<file path="config.mk">
export PLATFORM = sky130hd
export DESIGN_NAME = mem_port_arbiter
export DESIGN_NICKNAME = d
export VERILOG_FILES = /design/src/rtl/mem_arb_pkg.sv /design/src/rtl/mem_port_arbiter_rr_picker.sv /design/src/rtl/mem_port_arbiter.sv
export SDC_FILE = /design/constraint.sdc
export NUM_CORES = 1
export LEC_CHECK = 0
export ABC_AREA = 1
export BUFFER_PORTS_ARGS = -buffer_cell sky130_fd_sc_hd__buf_2
export CAP_MARGIN = 20
export CORE_AREA = 2 2 105 107
export CTS_CLUSTER_SIZE = 25
export DETAILED_ROUTE_END_ITERATION = 10
export DIE_AREA = 0 0 107 109
export GPL_ROUTABILITY_DRIVEN = 1
export GPL_TIMING_DRIVEN = 0
export PLACE_DENSITY = 0.54
export SYNTH_ARGS = -nofsm -noshare
export SYNTH_HDL_FRONTEND = slang
export SYNTH_SLANG_ARGS = --single-unit
export TNS_END_PERCENT = 1
</file>
<file path="constraint.sdc">
create_clock -name clk -period 1.5 [get_ports clk]
set_input_delay 0.075 -clock clk [delete_from_list [all_inputs] [get_ports clk]]
set_output_delay 0.075 -clock clk [all_outputs]
set_load 0.005 [all_outputs]
</file>
<file path="src/rtl/mem_arb_pkg.sv">
// Shared types and the cyclic priority search used by the memory port arbiter.
// Pure combinational helpers; no state lives here.
package mem_arb_pkg;

   localparam int NREQ_MAX = 4;

   typedef struct packed {
      logic       vld;
      logic [1:0] owner;
   } tag_t;

   // Returns {found, index} of the first set bit of req at or after ptr, wrapping at n.
   function automatic logic [2:0] rr_pick(input logic [NREQ_MAX-1:0] req,
                                          input logic [1:0]          ptr,
                                          input int                  n);
      logic [2:0] res;
      int         idx;
      res = '0;
      for (int i = NREQ_MAX - 1; i >= 0; i--) begin
         if (i < n) begin
            idx = int'(ptr) + i;
            if (idx >= n) idx = idx - n;
            if (req[2'(idx)]) res = {1'b1, 2'(idx)};
         end
      end
      return res;
   endfunction

endpackage

</file>
<file path="src/rtl/mem_port_arbiter_rr_picker.sv">
// Combinational round-robin select: zero latency, no backpressure of its own.
// winner is only meaningful while any is high.
module rr_picker
   import mem_arb_pkg::*;
#(
   parameter int NREQ = 2,
   parameter int PW   = $clog2(NREQ)
) (
   input  logic [NREQ-1:0] req,
   input  logic [PW-1:0]   ptr,
   output logic            any,
   output logic [1:0]      winner
);

   logic [2:0] pick;

   always_comb begin
      pick   = rr_pick(NREQ_MAX'(req), 2'(ptr), NREQ);
      any    = pick[2];
      winner = pick[1:0];
   end

endmodule

</file>
<file path="src/rtl/mem_port_arbiter.sv">
// Round-robin share of one single-ported memory slave; grant is same-cycle, read data returns
// RD_LAT cycles after grant. A slave stall holds the current winner in place (no re-arbitration).
module mem_port_arbiter
   import mem_arb_pkg::*;
#(
   parameter int NREQ   = 2,
   parameter int AW     = 32,
   parameter int DW     = 32,
   parameter int RD_LAT = 1
) (
   input  logic              clk,
   input  logic              rst_n,
   input  logic [NREQ-1:0]   req_rd,
   input  logic [NREQ-1:0]   req_wr,
   input  logic [NREQ*AW-1:0] req_addr,
   input  logic [NREQ*DW-1:0] req_wdata,
   output logic [NREQ-1:0]   req_rd_gnt,
   output logic [NREQ-1:0]   req_wr_gnt,
   output logic [DW-1:0]     req_rdata,
   output logic [NREQ-1:0]   req_rvalid,
   output logic              mem_rd_req,
   output logic              mem_wr_req,
   output logic [AW-1:0]     mem_addr,
   output logic [DW-1:0]     mem_wdata,
   input  logic              mem_rd_gnt,
   input  logic              mem_wr_gnt,
   input  logic [DW-1:0]     mem_rd_data
);

   localparam int PW = $clog2(NREQ);

   logic [PW-1:0]   rr_ptr;
   logic [NREQ-1:0] req_any;
   logic            any;
   logic [1:0]      win;
   logic [AW-1:0]   sel_addr;
   logic [DW-1:0]   sel_wdata;
   logic            win_rd;
   logic            win_wr;
   logic            rd_fire;
   logic            wr_fire;
   tag_t            tag_q [RD_LAT];

   assign req_any = req_rd | req_wr;

   rr_picker #(.NREQ(NREQ), .PW(PW)) u_pick (
      .req    (req_any),
      .ptr    (rr_ptr),
      .any    (any),
      .winner (win)
   );

   // Write wins over a simultaneous read from the same requester; the read stays pending.
   always_comb begin
      sel_addr  = '0;
      sel_wdata = '0;
      win_rd    = 1'b0;
      win_wr    = 1'b0;
      for (int i = 0; i < NREQ; i++) begin
         if (win == 2'(i)) begin
            sel_addr  = req_addr[i*AW +: AW];
            sel_wdata = req_wdata[i*DW +: DW];
            win_wr    = req_wr[i];
            win_rd    = req_rd[i] & ~req_wr[i];
         end
      end
      if (!any || !rst_n) begin
         sel_addr  = '0;
         sel_wdata = '0;
         win_rd    = 1'b0;
         win_wr    = 1'b0;
      end
   end

   assign mem_rd_req = win_rd;
   assign mem_wr_req = win_wr;
   assign mem_addr   = sel_addr;
   assign mem_wdata  = sel_wdata;
   assign rd_fire    = win_rd & mem_rd_gnt;
   assign wr_fire    = win_wr & mem_wr_gnt;

   always_comb begin
      req_rd_gnt = '0;
      req_wr_gnt = '0;
      for (int i = 0; i < NREQ; i++) begin
         if (win == 2'(i)) begin
            req_rd_gnt[i] = rd_fire;
            req_wr_gnt[i] = wr_fire;
         end
      end
   end

   always_ff @(posedge clk or negedge rst_n) begin
      if (!rst_n) begin
         rr_ptr <= '0;
      end else if (rd_fire || wr_fire) begin
         rr_ptr <= (int'(win) == NREQ - 1) ? '0 : PW'(win + 2'd1);
      end
   end

   // Tag pipe tracks which requester owns each read still inside the slave.
   always_ff @(posedge clk or negedge rst_n) begin
      if (!rst_n) begin
         for (int s = 0; s < RD_LAT; s++) tag_q[s] <= '0;
      end else begin
         tag_q[0] <= '{vld: rd_fire, owner: win};
         for (int s = 1; s < RD_LAT; s++) tag_q[s] <= tag_q[s-1];
      end
   end

   always_comb begin
      req_rvalid = '0;
      req_rdata  = '0;
      if (tag_q[RD_LAT-1].vld) begin
         req_rdata = mem_rd_data;
         for (int i = 0; i < NREQ; i++) begin
            if (tag_q[RD_LAT-1].owner == 2'(i)) req_rvalid[i] = 1'b1;
         end
      end
   end

endmodule

</file>
# == Word-level counts from Yosys, hierarchy flattened ==
# Cells that the tools add are included.
# totals
regBits,4
inputBits,168
output_inout_bits,104
word_cells,58
# op_classes
add_sub_neg,4
n_lt_le_gt_ge,4
eq_ne,3
mux,31
bitwise_logic,7
n_reduce_logical,6
# ops
cell,n
2-to-1 mux 32 bit,7
"greater-or-equal comparator 32 x 3 -> 1 bit, second input constant",1
2-to-1 mux 1 bit,17
"less-than comparator 2 x 4 -> 1 bit, second input constant",2
2-to-1 mux 2 bit,3
2-to-1 mux 3 bit,2
AND 1 bit,4
binary-select mux 1 bit (select 2 bit),2
"== test 2 x 1 -> 1 bit, second input constant",2
logical NOT 2 bit,2
"adder 1 x 1 -> 2 bit, second input constant",1
"== test 2 bit, second input constant",1
"greater-or-equal comparator 1 x 2 -> 1 bit, second input constant",1
logical NOT 1 bit,2
logical OR 1 bit,2
NOT 1 bit,2
bitwise OR 2 bit,1
"subtractor 1 x 2 -> 2 bit, second input constant",1
"subtractor 2 bit, second input constant",1
"adder 1 bit, second input constant",1

# == Logic depth before layout (Yosys ltp) ==
# Gate-level depths: netlist (run 1).
# logic_depth
ltp_word,14
depth_mapped,9
ltp_nobuf,9

# == By module ==
# Synthesis (run 1) repeated with hierarchy kept, for this count alone.
# hier_totals
cells_unflattened,326
hier_area_um2,1492.7
# by_module_without_submodules
module,n_inst,cells_per_inst,area_per_inst_um2,seq_area_each_um2
mem_port_arbiter,1,320,1462.7,100.1
rr_picker,1,6,30.0,0.0

# == Worst setup path before layout (run 1) ==
# Ideal clock, no wire load.
# synth_path
path_kind,register -> output
startpoint,reg rr_ptr
endpoint,out mem_addr[0]
arrival_ns,1.062
t_required_ns,1.425
slack_ns,0.363
path_stages_with_launch,8
path_buffers,2
cell_sequence,dfrtp_1 > inv_1 > o21ai_2 > nand2_2 > buf_6 > buf_2 > o21ai_1 > nor2_1
# synth_between
elab_chain_cells,12
word_cells_on_any_way,22
cone_classes,add/sub (3); order compare (2); eq/ne (1); mux (13); reduce/logical (3)
# synth_lines
element,line_no,source
start: declaration,mem_port_arbiter.sv:32,logic [PW-1:0] rr_ptr;
start signal: assignment,mem_port_arbiter.sv:97,rr_ptr <= (int'(win) == NREQ - 1) ? '0 : PW'(win + 2'd1);
adder 1 x 1 -> 2 bit,mem_arb_pkg.sv:21,idx = int'(ptr) + i;
greater-or-equal comparator 32 x 3 -> 1 bit / subtractor 2 bit (equally long branches),mem_arb_pkg.sv:22,if (idx >= n) idx = idx - n;
2-to-1 mux 2 bit,mem_arb_pkg.sv:22,
binary-select mux 1 bit (select 2 bit),mem_arb_pkg.sv:23,"if (req[2'(idx)]) res = {1'b1, 2'(idx)};"
2-to-1 mux 1 bit (not written as such) (2 in a row),mem_arb_pkg.sv:23,
2-to-1 mux 3 bit,mem_arb_pkg.sv:23,
2-to-1 mux 3 bit (*),mem_arb_pkg.sv:23,
logical NOT 2 bit,mem_port_arbiter.sv:60,if (win == 2'(i)) begin
2-to-1 mux 32 bit (2 in a row),mem_port_arbiter.sv:60,
2-to-1 mux 32 bit (*),mem_port_arbiter.sv:67,if (!any || !rst_n) begin
end: declaration,mem_port_arbiter.sv:23,"output logic [AW-1:0] mem_addr,"
# Every way passes the cells marked *; elsewhere a longest branch is shown, timed or not. The select of a mux whose other input is x is not followed.

# == Final worst setup path (run 1) ==
# layout_path
startpoint,reg rr_ptr
endpoint,out mem_wdata[29]
# layout_between
elab_chain_cells,12
word_cells_on_any_way,22
cone_classes,add/sub (3); order compare (2); eq/ne (1); mux (13); reduce/logical (3)
# layout_lines
element,line_no,source
adder 1 x 1 -> 2 bit,mem_arb_pkg.sv:21,
greater-or-equal comparator 32 x 3 -> 1 bit / subtractor 2 bit (equally long branches),mem_arb_pkg.sv:22,
2-to-1 mux 2 bit,mem_arb_pkg.sv:22,
binary-select mux 1 bit (select 2 bit),mem_arb_pkg.sv:23,
2-to-1 mux 1 bit (not written as such) (2 in a row),mem_arb_pkg.sv:23,
2-to-1 mux 3 bit,mem_arb_pkg.sv:23,
2-to-1 mux 3 bit (*),mem_arb_pkg.sv:23,
logical NOT 2 bit,mem_port_arbiter.sv:60,
2-to-1 mux 32 bit (2 in a row),mem_port_arbiter.sv:60,
2-to-1 mux 32 bit (*),mem_port_arbiter.sv:67,
end: declaration,mem_port_arbiter.sv:24,"output logic [DW-1:0] mem_wdata,"
# Marked as above.

==> results of run 1 <==
-- critical path: cells and delay by family (launching register included) --
family / cells / cell delay, ns
buffers and inverters: 5 / 0.55
flip-flops: 1 / 0.37
AND/OR/NAND/NOR: 3 / 0.30
AO/OA/AOI/OAI: 1 / 0.07
-- cells by family (layout without fill, tap and decap cells) --
family          after synthesis  after routing
simple gates                184            184
flops                         3              3
buf+inv                      67            349
compound gates               66             66
-- layer usage --
layer,part of all wire (%),wire length [microns],up-vias
met5,0,0,-
met2,49,4310,139
met3,7.9,689,4
li1,-,-,1538
met1,42,3690,1260
met4,0.44,38,0
-- stage by stage --
stage	setup WS, ns	power, W
global placement	0.0139	0.00193
global route	-0.150	0.00299
detailed placement	0.0167	0.00193
floorplan	0.363	0.00110
CTS	-0.0818	0.00245
finish	-0.0776	0.00271
-- placed cells by master (no fill, tap or decap) --
master,Yosys,routed
nor2_4,0,6
buf_8,0,4
buf_6,6,2
nand3_2,0,1
buf_4,4,5
inv_6,0,1
buf_2,6,272
nand2_4,1,2
clkbuf_2,0,3
clkbuf_4,0,6
bufbuf_16,0,2
nand3_1,3,2
inv_2,3,2
nor2_1,134,110
o21ai_0,37,29
nand4_4,1,1
dfrtp_1,3,3
inv_1,39,39
clkbuf_1,9,4
buf_12,0,2
a21oi_2,0,1
clkbuf_8,0,3
nand2_1,43,43
nor2_2,0,18
o21ai_1,27,31
clkbuf_16,0,3
o21ai_2,1,5
dlygate4sd3_1,0,1
nand2_2,2,1
-- flip-flops by register name (all words and copies together), names as in the netlist --
signal / flops
tag_q: 2
rr_ptr: 1
-- path summary, 6_finish.rpt --
path | cells after the start | slack [ns] | from | end
min | 3 | 0.17 | mem_rd_gnt | tag_q[2]
max in group asynchronous | 2 | 1.10 | rst_n | tag_q[0]
min in group asynchronous | 2 | 0.25 | rst_n | rr_ptr
min reg2reg | 2 | 0.52 | rr_ptr | rr_ptr
max reg2reg | 10 | 0.22 | rr_ptr | rr_ptr
max | 9 | -0.08 | rr_ptr | mem_wdata[29]
-- cell type report --
cell class              count  share of cell area (%)
clock buffers               4                    1.33
inverters                  42                    4.81
well taps                 140                    5.19
flip-flops and latches      3                    2.22
repair buffers            278                    44.8
multi-input cells         250                    34.9
plain buffers              25                    6.78
-- timing repair --
| item | CTS | global route |
|---|---|---|
| setup buffers | 0 | 1 |
| hold buffers | 1 | 0 |
| setup endpoints to repair | 91 | 92 |
| resized for setup | 31 | 42 |
| gates cloned | 2 | 3 |
| pin swaps | 3 | 27 |
| hold endpoints to repair | 3 | 0 |
-- power breakdown --
group | leakage [nW] | total [W] | internal [W] | switching (W)
Combinational | 2.19 | 0.00236 | 0.00117 | 0.00118
Sequential | 0.0379 | 0.000121 | 0.000106 | 0.0000142
Clock | 0.0228 | 0.000234 | 0.000181 | 0.0000524
==> flow_summary.yaml, run 1 <==
placement:
  place_area_sq_um: 2980
  placed_cells: 731
  dpl.hpwl_mm: 7.10
  place.gp.congestion: 0.808
  port_buffers: 271
drt:
  drc: 0
  first_pass_iters: 4
  vias: 2941
  via_per_inst: 3.96
  final_antenna_net_count: 0
  drt_iter0_markers: 98
  wl_per_cell_microns: 11.8
  wirelength_mm: 8.74
clock_network:
  numClockSinks: 3
  root_buffer: "clkbuf_8"
  cts_buffers: 3
  htreeDepth: 1
  cts_tree: "done"
  clk_pin_slew_worst_paths_ns: 0.03
  cts_buffer_depth: 2
  insertion_delay_ns: 0.21
logic_synthesis:
  netlist_instances: 320
  synthArstFlopShare_pct: 100
  synth_most_common_cell: "nor2_1"
  syn-cell-area_sq_um: 1450
  ys_ff_latch: 3
  synthSimpleGateAreaFrac_pct: 49.9
  synth_fa_ha_area_share_pct: 0
  synthesis.nets: 488
  synth_xor_area_share_pct: 0
  synth_top_family_by_area: "simple AND/OR/NAND/NOR gates"
  synthMuxAreaShare_pct: 0
  yosysWarnings: 0
  syn_area_per_cell_sq_um: 4.54
  synth_compound_area_share_pct: 23.0
  synth_top_area_share_pct: 34.6
  synth_seq_area_share_pct: 5.17
  synth_edf_count: 0
  ys_types: 17
  yosysTopAreaCell: "nor2_1"
  ys_top_cells_by_area: "nor2_1, o21ai_0, nand2_1"
  synthFlopType: "dfrtp_1"
  synth_commonest_cells: "nor2_1, nand2_1, inv_1, o21ai_0, o21ai_1"
floorplan:
  core-area_sq_um: 10600
  io_pins: 272
  die_area_sq_um: 11700
  start_util_pct: 13.7
  chipWidth_microns: 107
  row_count: 38
  die_h_microns: 109
worst_setup_path:
  cp-start-kind: "flop"
  cp_max_fo: 8
  cp.arrival_ns: 1.50
  crit_path_frequent_cell: "nor2_1"
  slowest_delay_ns: 0.37
  critical_path_class: "flop to output port"
  cp_data_required_time_ns: 1.42
  cp_cell_sequence: "inv_1 -> o21ai_2 -> nand2_4 -> inv_6 -> buf_12 -> clkbuf_16 -> nor2_1 -> nor2_1 -> buf_2"
  end_kind: "output port"
  critPathSlowestCell: "dfrtp_1"
sta:
  period_share_pct: 105
  whs_ns: 0.167
  max_freq_mhz: 634
  relSlewSlack_pct: 75.9
  hold_viol_final: 0
  finalMaxSlewViolations: 0
  rsz0062_at_grt: "true"
  tns_ns: -1.51
  min_period_ns: 1.58
  final.setup.worst_slack_ns: -0.0776
  finalSetupViolCount: 43
  worst_slew_pin_slew_ns: 0.361
  skew_ns: 0.00118
final_layout:
  multi_input_area_sq_um: 1180
  seqCellArea_sq_um: 75.1
  area_delta_synth_final_pct: 133
  instances_no_fill: 742
  design_area_sq_um: 3380
  layout-drive-gt1-share_pct: 56.5
  diodes: 0
  fill_cells: 1271
  finish.utilization_pct: 31.9
  fin_nets: 771
run:
  maxCapViolCount: 0
worst_hold_path:
  holdCritPathClass: "input pin to flop"
global_routing:
  grt_pass1_vias: 2548
  use_met1_pct: 17.0
  antenna_found_initial: 0
  grt_pass1_wl_mm: 12.5
  busiest_layer: "met2"
  grt_max_degree: 11
  grtUsageMet2_pct: 24.0
  grt_overflow: 0
  grtUsageTotal_pct: 13.3
  grt_use_met3_pct: 2.09
pwr:
  power.leakage_nw: 2.25
  power_density_nw_per_um2: 803
  ir_worst_vdd_v: 0.000339
status:
  violations: "setup timing"
  status: "complete, but fails checks"
(Power assumes the default switching activity.)
==> run 2, diff against run 1 <==
--- a/config.mk
+++ b/config.mk
@@ -8,14 +8,14 @@
 export ABC_AREA = 1
 export BUFFER_PORTS_ARGS = -buffer_cell sky130_fd_sc_hd__buf_2
 export CAP_MARGIN = 20
-export CORE_AREA = 2 2 105 107
+export CORE_AREA = 2 2 106 108
 export CTS_CLUSTER_SIZE = 25
 export DETAILED_ROUTE_END_ITERATION = 10
-export DIE_AREA = 0 0 107 109
-export GPL_ROUTABILITY_DRIVEN = 1
+export DIE_AREA = 0 0 108 110
 export GPL_TIMING_DRIVEN = 0
 export PLACE_DENSITY = 0.54
 export SYNTH_ARGS = -nofsm -noshare
 export SYNTH_HDL_FRONTEND = slang
+export SYNTH_HIERARCHICAL = 1
 export SYNTH_SLANG_ARGS = --single-unit
 export TNS_END_PERCENT = 1
==> flow_summary.yaml, run 2 <==
worst_setup_path:
  critical_path_class: "flop to output port"
  cp.arrival_ns: 1.67
  end_kind: "output port"
  cp-start-kind: "flop"
  cp_max_fo: 10
  cp_data_required_time_ns: 1.42
logic_synthesis:
  ys_top_cells_by_area: "nand2_1, a21oi_1, inv_1"
  ys_types: 18
  yosysTopAreaCell: "nand2_1"
  ys_ff_latch: 4
  synth_most_common_cell: "nand2_1"
  synthesis.nets: 494
  synthArstFlopShare_pct: 100
  synth_commonest_cells: "nand2_1, a21oi_1, inv_1, buf_4, clkbuf_1"
  synth_top_area_share_pct: 42.5
  yosysWarnings: 6
  syn-cell-area_sq_um: 1490
  netlist_instances: 326
  synth_seq_area_share_pct: 6.71
  synthFlopType: "dfrtp_1"
  syn_area_per_cell_sq_um: 4.58
  synth_edf_count: 0
worst_hold_path:
  holdCritPathClass: "input pin to flop"
drt:
  drt_iter0_markers: 121
  wirelength_mm: 8.83
  first_pass_iters: 4
  drc: 0
  final_antenna_net_count: 0
  wl_per_cell_microns: 11.7
  vias: 3008
  via_per_inst: 3.98
final_layout:
  layout_common_cells: "buf_2, nand2_1, inv_1"
  seqCellArea_sq_um: 100
  fin_nets: 785
  top_regs: "tag_q (3), rr_ptr (1)"
  largest_register_ffs: 3
  instances_no_fill: 755
  max_flop_register: "tag_q"
  layout-drive-gt1-share_pct: 58.9
  area_delta_synth_final_pct: 133
  diodes: 0
  fill_cells: 1265
  final_common_cell: "buf_2"
  multi_input_area_sq_um: 1250
sta:
  relSlewSlack_pct: 62.8
  finalMaxSlewViolations: 0
  skew_ns: 0.00280
  final.setup.worst_slack_ns: -0.242
  min_period_ns: 1.74
  worst_slew_pin_slew_ns: 0.558
  hold_viol_final: 0
  finalSetupViolCount: 69
  rsz0062_at_grt: "true"
  period_share_pct: 116
  max_freq_mhz: 574
placement:
  dpl.hpwl_mm: 6.87
  dp_slack_ns: -0.553
  port_buffers: 271
  place.gp.congestion: 0.730
  placed_cells: 737
floorplan:
  io_pins: 272
  core-area_sq_um: 10700
  row_count: 38
  chipWidth_microns: 108
  start_util_pct: 14.0
  die_area_sq_um: 11900
  die_h_microns: 110
global_routing:
  grt_overflow: 0
  antenna_found_initial: 1
  grt_pass1_wl_mm: 12.3
  grtUsageTotal_pct: 12.8
  grt_max_degree: 11
  grt_pass1_vias: 2630
clock_network:
  cts_buffer_depth: 2
  htreeDepth: 1
  cts_buffers: 3
  root_buffer: "clkbuf_8"
  clk_pin_slew_worst_paths_ns: 0.03
  insertion_delay_ns: 0.22
  numClockSinks: 4
  cts_tree: "done"
pwr:
  power_density_nw_per_um2: 574
  ir_worst_vdd_v: 0.000195
  power.leakage_nw: 2.22
status:
  violations: "setup timing"
  status: "complete, but fails checks"
run:
  maxCapViolCount: 0
## run 2: timing repair
action | in CTS | in global routing
setup buffers | 11 | 0
resized for setup | 38 | 41
gates cloned | 2 | 1
hold endpoints to repair | 4 | 4
setup endpoints to repair | 72 | 91
pin swaps | 5 | 4
## run 2: report_power, final
group	internal, W	switching [W]
combinational	0.000825	0.000800
sequential	0.000134	0.0000148
clock	0.000171	0.0000540
## run 2: area by class of cell
| type | count | area share, % |
|---|---|---|
| clock buffer | 3 | 1.18 |
| buffer | 26 | 6.82 |
| timing repair buffer | 286 | 43.7 |
| tap | 140 | 5.03 |
| sequential | 4 | 2.87 |
| inverter | 42 | 4.52 |
| multi-input combinational | 254 | 35.8 |
## run 2: metrics by stage
step	hold slack (ns)	instance area (sq um)	utilization (%)	power [W]	TNS (ns)
global placement	-0.109	3020	28.3	0.00136	-29.06
detailed placement	-0.108	3020	28.3	0.00136	-28.87
CTS	-0.341	3310	31.0	0.00190	-17.58
floorplan	-0.221	1490	-	0.000789	0
finish	0.148	3480	32.6	0.00200	-13.34
global route	0.161	3480	32.6	0.00220	-21.85
## run 2: kinds of logic (layout without fill, tap and decap cells)
family | after synthesis | count (layout) | synth area share (%)
simple gates | 186 | 186 | 48.4
buf+inv | 68 | 357 | 22.1
compound gates | 67 | 67 | 22.5
flops | 4 | 4 | 6.71
other cells | 1 | 1 | 0.251
## run 2: path summary, 6_finish.rpt
path / from / end / slack, ns / cells past startpoint
max: rr_ptr / mem_addr[23] / -0.24 / 9
min: mem_rd_gnt / tag_q[2] / 0.15 / 3
max reg2reg: rr_ptr / rr_ptr / -0.23 / 12
min reg2reg: rr_ptr / rr_ptr / 0.53 / 2
max in group asynchronous: rst_n / tag_q[0] / 1.07 / 2
min in group asynchronous: rst_n / tag_q[2] / 0.25 / 2
## run 2: layer usage
layer  vias to the layer above  part of all wire, %  global-route usage, %  routed length [microns]
met5                         -                 0.18                      0                       16
li1                       1566                    -                      -                        -
met2                       140                   52                   24.3                     4570
met4                         2                 0.38                   1.74                       34
met1                      1294                   40                   15.7                     3560
met3                         6                  7.3                   1.94                      648
## run 2: critical path: stages (launching register included)
cell	delay (ns)
dfrtp_1	0.36
inv_2	0.05
a21oi_4	0.19
inv_2	0.07
nor2_4	0.14
buf_12	0.17
buf_8	0.14
nand2_1	0.07
a21oi_2	0.13
buf_2	0.12
